<file path="src/rtl/jtag_pkg.sv">
// TAP controller shared types: state encoding, next-state function, opcode defaults.
package jtag_pkg;

  localparam int unsigned IDCODE_W      = 32;
  localparam int unsigned DEF_OP_IDCODE = 1;
  localparam int unsigned DEF_OP_USER   = 2;
  localparam logic [1:0]  IR_CAP_PAT    = 2'b01;

  typedef enum logic [3:0] {
    EX2_DR = 4'h0, EX1_DR = 4'h1, SH_DR  = 4'h2, PA_DR  = 4'h3,
    SEL_IR = 4'h4, UPD_DR = 4'h5, CAP_DR = 4'h6, SEL_DR = 4'h7,
    EX2_IR = 4'h8, EX1_IR = 4'h9, SH_IR  = 4'hA, PA_IR  = 4'hB,
    RTI    = 4'hC, UPD_IR = 4'hD, CAP_IR = 4'hE, TLR    = 4'hF
  } tap_state_e;

  // TAP state transition keyed by the sampled tms value.
  function automatic tap_state_e tap_next(input tap_state_e s, input logic tms);
    tap_state_e n;
    n = TLR;
    case (s)
      TLR:    n = tms ? TLR    : RTI;
      RTI:    n = tms ? SEL_DR : RTI;
      SEL_DR: n = tms ? SEL_IR : CAP_DR;
      CAP_DR: n = tms ? EX1_DR : SH_DR;
      SH_DR:  n = tms ? EX1_DR : SH_DR;
      EX1_DR: n = tms ? UPD_DR : PA_DR;
      PA_DR:  n = tms ? EX2_DR : PA_DR;
      EX2_DR: n = tms ? UPD_DR : SH_DR;
      UPD_DR: n = tms ? SEL_DR : RTI;
      SEL_IR: n = tms ? TLR    : CAP_IR;
      CAP_IR: n = tms ? EX1_IR : SH_IR;
      SH_IR:  n = tms ? EX1_IR : SH_IR;
      EX1_IR: n = tms ? UPD_IR : PA_IR;
      PA_IR:  n = tms ? EX2_IR : PA_IR;
      EX2_IR: n = tms ? UPD_IR : SH_IR;
      UPD_IR: n = tms ? SEL_DR : RTI;
      default: n = TLR;
    endcase
    return n;
  endfunction

endpackage

</file>
<file path="src/rtl/jtag_if.sv">
// JTAG pin set plus the user-DR parallel port; master drives pins, slave is the TAP.
interface jtag_if import jtag_pkg::*; #(
  parameter int unsigned IR_W = 4,
  parameter int unsigned DR_W = 32
) ();

  logic            tms;
  logic            tdi;
  logic            tdo;
  logic            tdo_en;
  logic [IR_W-1:0] ir_q;
  tap_state_e      tap_state;
  logic [DR_W-1:0] usr_cap_data;
  logic [DR_W-1:0] usr_upd_data;
  logic            usr_upd;

  modport master_mp (
    output tms, tdi, usr_cap_data,
    input  tdo, tdo_en, ir_q, tap_state, usr_upd_data, usr_upd
  );

  modport slave_mp (
    input  tms, tdi, usr_cap_data,
    output tdo, tdo_en, ir_q, tap_state, usr_upd_data, usr_upd
  );

endinterface

</file>
<file path="src/rtl/jtag_tap_fsm.sv">
// 16-state TAP controller state register.
module jtag_tap_fsm import jtag_pkg::*; (
  input  logic       i_tck,
  input  logic       i_trst,
  input  logic       i_tms,
  output tap_state_e o_state,
  output tap_state_e o_state_nxt_c
);

  tap_state_e r_state;

  assign o_state_nxt_c = tap_next(r_state, i_tms);
  assign o_state       = r_state;

  // Advance on every tck edge; trst parks the controller in Test-Logic-Reset.
  always_ff @(posedge i_tck or negedge i_trst) begin
    if (!i_trst) r_state <= TLR;
    else         r_state <= o_state_nxt_c;
  end

endmodule

</file>
<file path="src/rtl/jtag_tap.sv">
// IEEE 1149.1 TAP: instruction register, BYPASS/IDCODE/user DRs, update port and tdo.
module jtag_tap import jtag_pkg::*; #(
  parameter int unsigned     IR_W       = 4,
  parameter int unsigned     DR_W       = 32,
  parameter logic [31:0]     IDCODE_VAL = 32'h1234_5679,
  parameter logic [IR_W-1:0] OP_IDCODE  = IR_W'(DEF_OP_IDCODE),
  parameter logic [IR_W-1:0] OP_USER    = IR_W'(DEF_OP_USER)
) (
  input logic       tck,
  input logic       trst,
  jtag_if.slave_mp  bus
);

  tap_state_e          w_state;
  tap_state_e          w_state_nxt;
  logic [IR_W-1:0]     r_ir_sh;
  logic [IR_W-1:0]     r_ir_q;
  logic [IR_W-1:0]     w_ir_shifted;
  logic                r_byp;
  logic [IDCODE_W-1:0] r_id_sh;
  logic [IDCODE_W-1:0] w_id_shifted;
  logic [DR_W-1:0]     r_usr_sh;
  logic [DR_W-1:0]     w_usr_shifted;
  logic [DR_W-1:0]     r_upd_data;
  logic                r_upd;
  logic                r_tdo;
  logic                r_tdo_en;
  logic                w_sel_id;
  logic                w_sel_usr;
  logic                w_tdo_bit;

  jtag_tap_fsm u_fsm (
    .i_tck         (tck),
    .i_trst        (trst),
    .i_tms         (bus.tms),
    .o_state       (w_state),
    .o_state_nxt_c (w_state_nxt)
  );

  assign w_sel_id  = (r_ir_q == OP_IDCODE);
  assign w_sel_usr = (r_ir_q == OP_USER) && !w_sel_id;

  // Right-shift images with tdi entering the MSB (width-agnostic, DR_W may be 1).
  always_comb begin
    w_ir_shifted                 = r_ir_sh >> 1;
    w_ir_shifted[IR_W-1]         = bus.tdi;
    w_id_shifted                 = r_id_sh >> 1;
    w_id_shifted[IDCODE_W-1]     = bus.tdi;
    w_usr_shifted                = r_usr_sh >> 1;
    w_usr_shifted[DR_W-1]        = bus.tdi;
  end

  // Instruction register: capture/shift, then commit on leaving UPD_IR; TLR restores IDCODE.
  always_ff @(posedge tck or negedge trst) begin
    if (!trst) begin
      r_ir_sh <= '0;
      r_ir_q  <= OP_IDCODE;
    end else begin
      case (w_state)
        CAP_IR:  r_ir_sh <= IR_W'(IR_CAP_PAT);
        SH_IR:   r_ir_sh <= w_ir_shifted;
        default: ;
      endcase
      if (w_state_nxt == TLR)     r_ir_q <= OP_IDCODE;
      else if (w_state == UPD_IR) r_ir_q <= r_ir_sh;
    end
  end

  // Data registers: only the one selected by the current instruction captures or shifts.
  always_ff @(posedge tck or negedge trst) begin
    if (!trst) begin
      r_byp    <= 1'b0;
      r_id_sh  <= '0;
      r_usr_sh <= '0;
    end else if (w_state == CAP_DR) begin
      if (w_sel_id)       r_id_sh  <= IDCODE_VAL;
      else if (w_sel_usr) r_usr_sh <= bus.usr_cap_data;
      else                r_byp    <= 1'b0;
    end else if (w_state == SH_DR) begin
      if (w_sel_id)       r_id_sh  <= w_id_shifted;
      else if (w_sel_usr) r_usr_sh <= w_usr_shifted;
      else                r_byp    <= bus.tdi;
    end
  end

  // User update register and its one-cycle strobe, taken on the edge leaving UPD_DR.
  always_ff @(posedge tck or negedge trst) begin
    if (!trst) begin
      r_upd_data <= '0;
      r_upd      <= 1'b0;
    end else begin
      r_upd <= 1'b0;
      if (w_state == UPD_DR && w_sel_usr) begin
        r_upd_data <= r_usr_sh;
        r_upd      <= 1'b1;
      end
    end
  end

  // Serial output source for the current shift state.
  always_comb begin
    w_tdo_bit = r_byp;
    if (w_state == SH_IR)  w_tdo_bit = r_ir_sh[0];
    else if (w_sel_id)     w_tdo_bit = r_id_sh[0];
    else if (w_sel_usr)    w_tdo_bit = r_usr_sh[0];
  end

  // tdo launches on the falling edge; it holds its value outside the shift states.
  always_ff @(negedge tck or negedge trst) begin
    if (!trst) begin
      r_tdo    <= 1'b0;
      r_tdo_en <= 1'b0;
    end else if (w_state == SH_IR || w_state == SH_DR) begin
      r_tdo    <= w_tdo_bit;
      r_tdo_en <= 1'b1;
    end else begin
      r_tdo_en <= 1'b0;
    end
  end

  assign bus.tdo          = r_tdo;
  assign bus.tdo_en       = r_tdo_en;
  assign bus.ir_q         = r_ir_q;
  assign bus.tap_state    = w_state;
  assign bus.usr_upd_data = r_upd_data;
  assign bus.usr_upd      = r_upd;

endmodule

</file>
<file path="src/flat_wrapper.sv">
// flat-port wrapper written by rule: the top's interface ports become plain ports
module jtag_tap_flat import jtag_pkg::*;
#(
  parameter int unsigned     IR_W       = 4,
  parameter int unsigned     DR_W       = 32,
  parameter logic [31:0]     IDCODE_VAL = 32'h1234_5679,
  parameter logic [IR_W-1:0] OP_IDCODE  = IR_W'(DEF_OP_IDCODE),
  parameter logic [IR_W-1:0] OP_USER    = IR_W'(DEF_OP_USER)
)
  (tck, trst, bus_tms, bus_tdi, bus_usr_cap_data, bus_tdo, bus_tdo_en, bus_ir_q, bus_tap_state, bus_usr_upd_data, bus_usr_upd);
  jtag_if #(.IR_W(IR_W), .DR_W(DR_W)) bus_i ();
  input logic tck;
  input logic trst;
  input wire logic [$bits(bus_i.tms)-1:0] bus_tms;
  input wire logic [$bits(bus_i.tdi)-1:0] bus_tdi;
  input wire logic [$bits(bus_i.usr_cap_data)-1:0] bus_usr_cap_data;
  output wire logic [$bits(bus_i.tdo)-1:0] bus_tdo;
  output wire logic [$bits(bus_i.tdo_en)-1:0] bus_tdo_en;
  output wire logic [$bits(bus_i.ir_q)-1:0] bus_ir_q;
  output wire logic [$bits(bus_i.tap_state)-1:0] bus_tap_state;
  output wire logic [$bits(bus_i.usr_upd_data)-1:0] bus_usr_upd_data;
  output wire logic [$bits(bus_i.usr_upd)-1:0] bus_usr_upd;
  assign bus_i.tms = bus_tms;
  assign bus_i.tdi = bus_tdi;
  assign bus_i.usr_cap_data = bus_usr_cap_data;
  assign bus_tdo = bus_i.tdo;
  assign bus_tdo_en = bus_i.tdo_en;
  assign bus_ir_q = bus_i.ir_q;
  assign bus_tap_state = bus_i.tap_state;
  assign bus_usr_upd_data = bus_i.usr_upd_data;
  assign bus_usr_upd = bus_i.usr_upd;
  jtag_tap #(.IR_W(IR_W), .DR_W(DR_W), .IDCODE_VAL(IDCODE_VAL), .OP_IDCODE(OP_IDCODE), .OP_USER(OP_USER)) u_core (.tck(tck), .trst(trst), .bus(bus_i));
endmodule
</file>
<file path="config.mk">
export PLATFORM = sky130hd
export DESIGN_NAME = jtag_tap_flat
export DESIGN_NICKNAME = d
export VERILOG_FILES = /design/src/rtl/jtag_pkg.sv /design/src/rtl/jtag_if.sv /design/src/rtl/jtag_tap_fsm.sv /design/src/rtl/jtag_tap.sv /design/src/flat_wrapper.sv
export SDC_FILE = /design/constraint.sdc
export NUM_CORES = 1
export LEC_CHECK = 0
export CAP_MARGIN = 30
export CORE_MARGIN = 10
export CORE_UTILIZATION = 45
export DETAILED_ROUTE_END_ITERATION = 8
export PLACE_DENSITY = 0.69
export SETUP_SLACK_MARGIN = 0.2
export SLEW_MARGIN = 0
export SYNTH_ARGS = -nofsm -noshare
export SYNTH_HDL_FRONTEND = slang
export SYNTH_SLANG_ARGS = --single-unit
</file>
<file path="constraint.sdc">
create_clock -name tck -period 2.39 [get_ports tck]
set_clock_uncertainty 0.2 [all_clocks]
set_input_delay 0.239 -clock tck [delete_from_list [all_inputs] [get_ports tck]]
set_output_delay 0.239 -clock tck [all_outputs]
set_load 0.05 [all_outputs]
</file>
==> flow_metrics.py <==
metrics = {
    "sta": {
        "rsz0062_at_grt": "true",
        "hold_viol": 0,
        "fin_hold_ws_ps": 157,
        "worstMarginPinSlew_ps": 726,
        "setup_slack_ps": -356,
        "drv_slew": 0,
        "setup_viol": 35,
        "max-slew-margin-rel_pct": 51.6,
    },
    "synthesis": {
        "synth_top_cell_area_share_pct": 52.2,
        "synth_commonest_cells": "105 x dfrtp_1, 49 x a21oi_1, 46 x a31oi_1",
        "synth_flop_cell": "dfrtp_1",
        "synth_edf_count": 0,
        "ys_warn_count": 0,
        "synthTopCellsByArea": "dfrtp_1 52%, mux2_4 8.7%, mux2i_1 7.0%",
        "synth.distinct_cells": 37,
        "yosysTopAreaCell": "dfrtp_1",
        "syn_area_um2": 5030,
        "avgSynthCellArea_um2": 12.2,
        "seq_area_frac_synth_pct": 55.8,
        "synth_nets": 450,
        "post-synth-top-count-cell": "dfrtp_1",
        "syn_inst": 414,
        "synth-seq-cells": 112,
        "async_reset_ff_share_pct": 100,
    },
    "place": {
        "post-dp-hpwl_um": 6950,
        "io_buffers": 78,
        "pre_cts_ws_ps": -349,
        "place_congestion": 0.775,
    },
    "clocking": {
        "clk_latency_ps": 370,
        "cts_buffers": 9,
        "cts_max_path_buffers": 2,
        "htreeDepth": 3,
        "clock-sinks": 112,
        "cts_root_buffer": "clkbuf_8",
        "cts_tree": "done",
        "worst_setup_hold_path_clk_slew_ps": 120,
    },
    "global_routing": {
        "grt_pass1_vias": 3521,
        "grtUsageTotal_pct": 14.1,
        "antenna_found_initial": 0,
        "grt_overflow_total": 0,
        "grt_max_degree": 79,
        "grt_pass1_wl_um": 18800,
    },
    "run_status": {
        "status": "finished, violations left",
        "violations": "negative setup slack",
    },
    "floorplanning": {
        "fp-row-count": 38,
        "ios": 79,
        "core_um2": 10900,
        "die-area_um2": 15800,
        "start_util_pct": 46.2,
        "die_height_um": 126,
        "dieWidth_um": 126,
    },
    "cells_and_area": {
        "drive_gt1_share_pct": 23.3,
        "area_growth_pct": 35.8,
        "nNetsFinal": 550,
        "n_antenna_cell": 0,
        "final_core_util_pct": 62.8,
        "fillers": 849,
    },
    "power": {
        "swShare_pct": 42.2,
        "power_frac_seq_pct": 36.5,
        "comb_power_share_pct": 50.2,
        "leakagePower_nw": 3.14,
        "p_sw_mw": 3.58,
        "peakVddDrop_uv": 605,
        "total_power_mw": 8.48,
        "p_int_mw": 4.90,
        "powerDensity_nw_per_um2": 1240,
        "clockPowerShare_pct": 13.4,
    },
    "drt": {
        "post_drt_wl_per_cell_um": 19.5,
        "routed_wl_um": 12800,
        "antenna_left": 0,
        "route.detailed.drc": 0,
        "drtIter0Drc": 212,
        "drtPass1Iterations": 4,
        "vias": 3631,
        "viasPerCell": 5.51,
    },
    "job": {
        "cap_violations": 0,
    },
    "setup_path": {
        "worstPathArrival_ps": 1550,
        "max_stage_delay_ps": 550,
        "worst-r2r-cell-count": 3,
        "cp-startpoint": "u_core.u_fsm.o_state[1]$_DFF_PN1_",
        "critPathRequiredTime_ps": 1190,
        "crit_path_max_fanout": 2,
        "crit_path_start_kind": "flop",
        "regToRegEndpoint": "u_core.bus.tdo$_DFFE_NN0P_",
        "critPathSlowestCell": "dfstp_2",
        "path_cells": "or4b_1, a21oi_1, a31oi_1",
        "rr_startpoint": "u_core.u_fsm.o_state[1]$_DFF_PN1_",
        "cp_num_buf_inv": 0,
        "rrSetupSlack_ps": -360,
        "endpoint": "u_core.bus.tdo$_DFFE_NN0P_",
        "critical_path_cell_count": 3,
        "worstSetupEndpointType": "flop",
        "path_class": "flop to flop",
        "path_delay_family": "flip-flops",
    },
    "hold_path": {
        "hold_path_class": "input port to asynchronous set/reset pin",
    },
}
==> layout make-up <==
class                           instances  area [µm²]  share of cell area, %
Sequential cell                       112        2820                   41.2
Multi-Input combinational cell        265        2180                   31.8
Timing Repair Buffer                  124        1470                   21.5
Tap cell                              140         175                   2.56
Clock buffer                            9         124                   1.81
Clock inverter                          7        66.3                  0.970
Inverter                                2        7.51                  0.110
==> worst min path at each step <==
stage               cells past startpoint                              to  start  slack (ps)
finish                                  2  u_core.bus.ir_q[1]$_DFFE_PN0P_   trst         160
global route                            2  u_core.bus.ir_q[1]$_DFFE_PN0P_   trst         150
CTS                                     2        u_core.r_byp$_DFFE_PN0P_   trst         150
detailed placement                      1        u_core.r_byp$_DFFE_PN0P_   trst         -30
global placement                        1        u_core.r_byp$_DFFE_PN0P_   trst         -30
floorplan                               0  u_core.bus.ir_q[1]$_DFFE_PN0P_   trst        -260
==> flip-flops by register name, summed over array words and instances (netlist names) <==
| register | flops |
|---|---|
| u_core.bus.tdo_en | 1 |
| u_core.bus.usr_upd | 1 |
| u_core.r_byp | 1 |
| u_core.bus.tdo | 1 |
| u_core.r_ir_sh | 4 |
| u_core.r_usr_sh | 32 |
| u_core.u_fsm.o_state | 4 |
| u_core.bus.usr_upd_data | 32 |
| u_core.r_id_sh | 32 |
| u_core.bus.ir_q | 4 |
==> power by group through the flow <==
stage               Clock, mW  Sequential, mW  Combinational, mW
floorplan                   0            3.81               1.86
global placement            0            3.08               3.65
detailed placement          0            3.11               3.72
CTS                      1.14            3.08               3.83
global route             1.24            3.19               4.56
finish                   1.13            3.09               4.25
==> per-layer routing <==
metal  up-vias  wire length (µm)  track usage (%)  share of wire (%)
li1       1702                 -                -                  -
met1      1832              5820             18.7                 45
met4         0               169             4.22                1.3
met5         -                 0                0                  0
met2        83              6310             22.0                 49
met3        14               542             3.61                4.2
==> cell usage in the layout (no fill, tap or decap), types with 2 or more instances in the layout <==
cell type          n
dfrtp_1          102
clkdlybuf4s50_1   68
a21oi_1           49
a31oi_1           46
mux2_4            37
mux2i_1           35
nor2_1            20
nor2b_1           19
buf_4             18
mux2_1            15
clkbuf_8          10
buf_12            10
buf_6              9
nand2_1            7
o21ai_1            5
clkbuf_16          5
nand2b_1           4
inv_6              4
buf_16             4
dfstp_2            4
nand3_1            3
nor3b_4            3
buf_8              3
dlygate4sd2_1      3
dfrtp_2            3
o21ai_0            2
nand2_4            2
nor4b_4            2
inv_8              2
dfrtn_1            2
==> cells by family (layout without fill, tap and decap cells) <==
family / Yosys count / after routing / share of synthesized area (%)
flops: 112 / 112 / 55.8
simple gates: 68 / 69 / 7.61
buf+inv: 38 / 142 / 3.33
compound gates: 109 / 109 / 12.5
mux: 87 / 87 / 20.8
==> metrics by stage <==
stage | setup TNS [ps] | area [µm²] | cells
finish | -2220 | 6840 | 659
global route | -3990 | 6840 | 659
CTS | -820 | 6520 | 642
detailed placement | -2220 | 6050 | 613
global placement | -890 | 6050 | 613
floorplan | -813 | 5080 | 414
==> what timing repair did <==
| action | 4_1_cts | 5_1_grt |
|---|---|---|
| pin swaps | 2 | 1 |
| setup buffers | 8 | 9 |
| hold buffers | 1 | 0 |
| gates resized for setup | 29 | 21 |
| hold endpoints to repair | 41 | 0 |
| gates cloned | 4 | 8 |
| setup endpoints to repair | 68 | 97 |
Power figures use the tool's default switching activity.
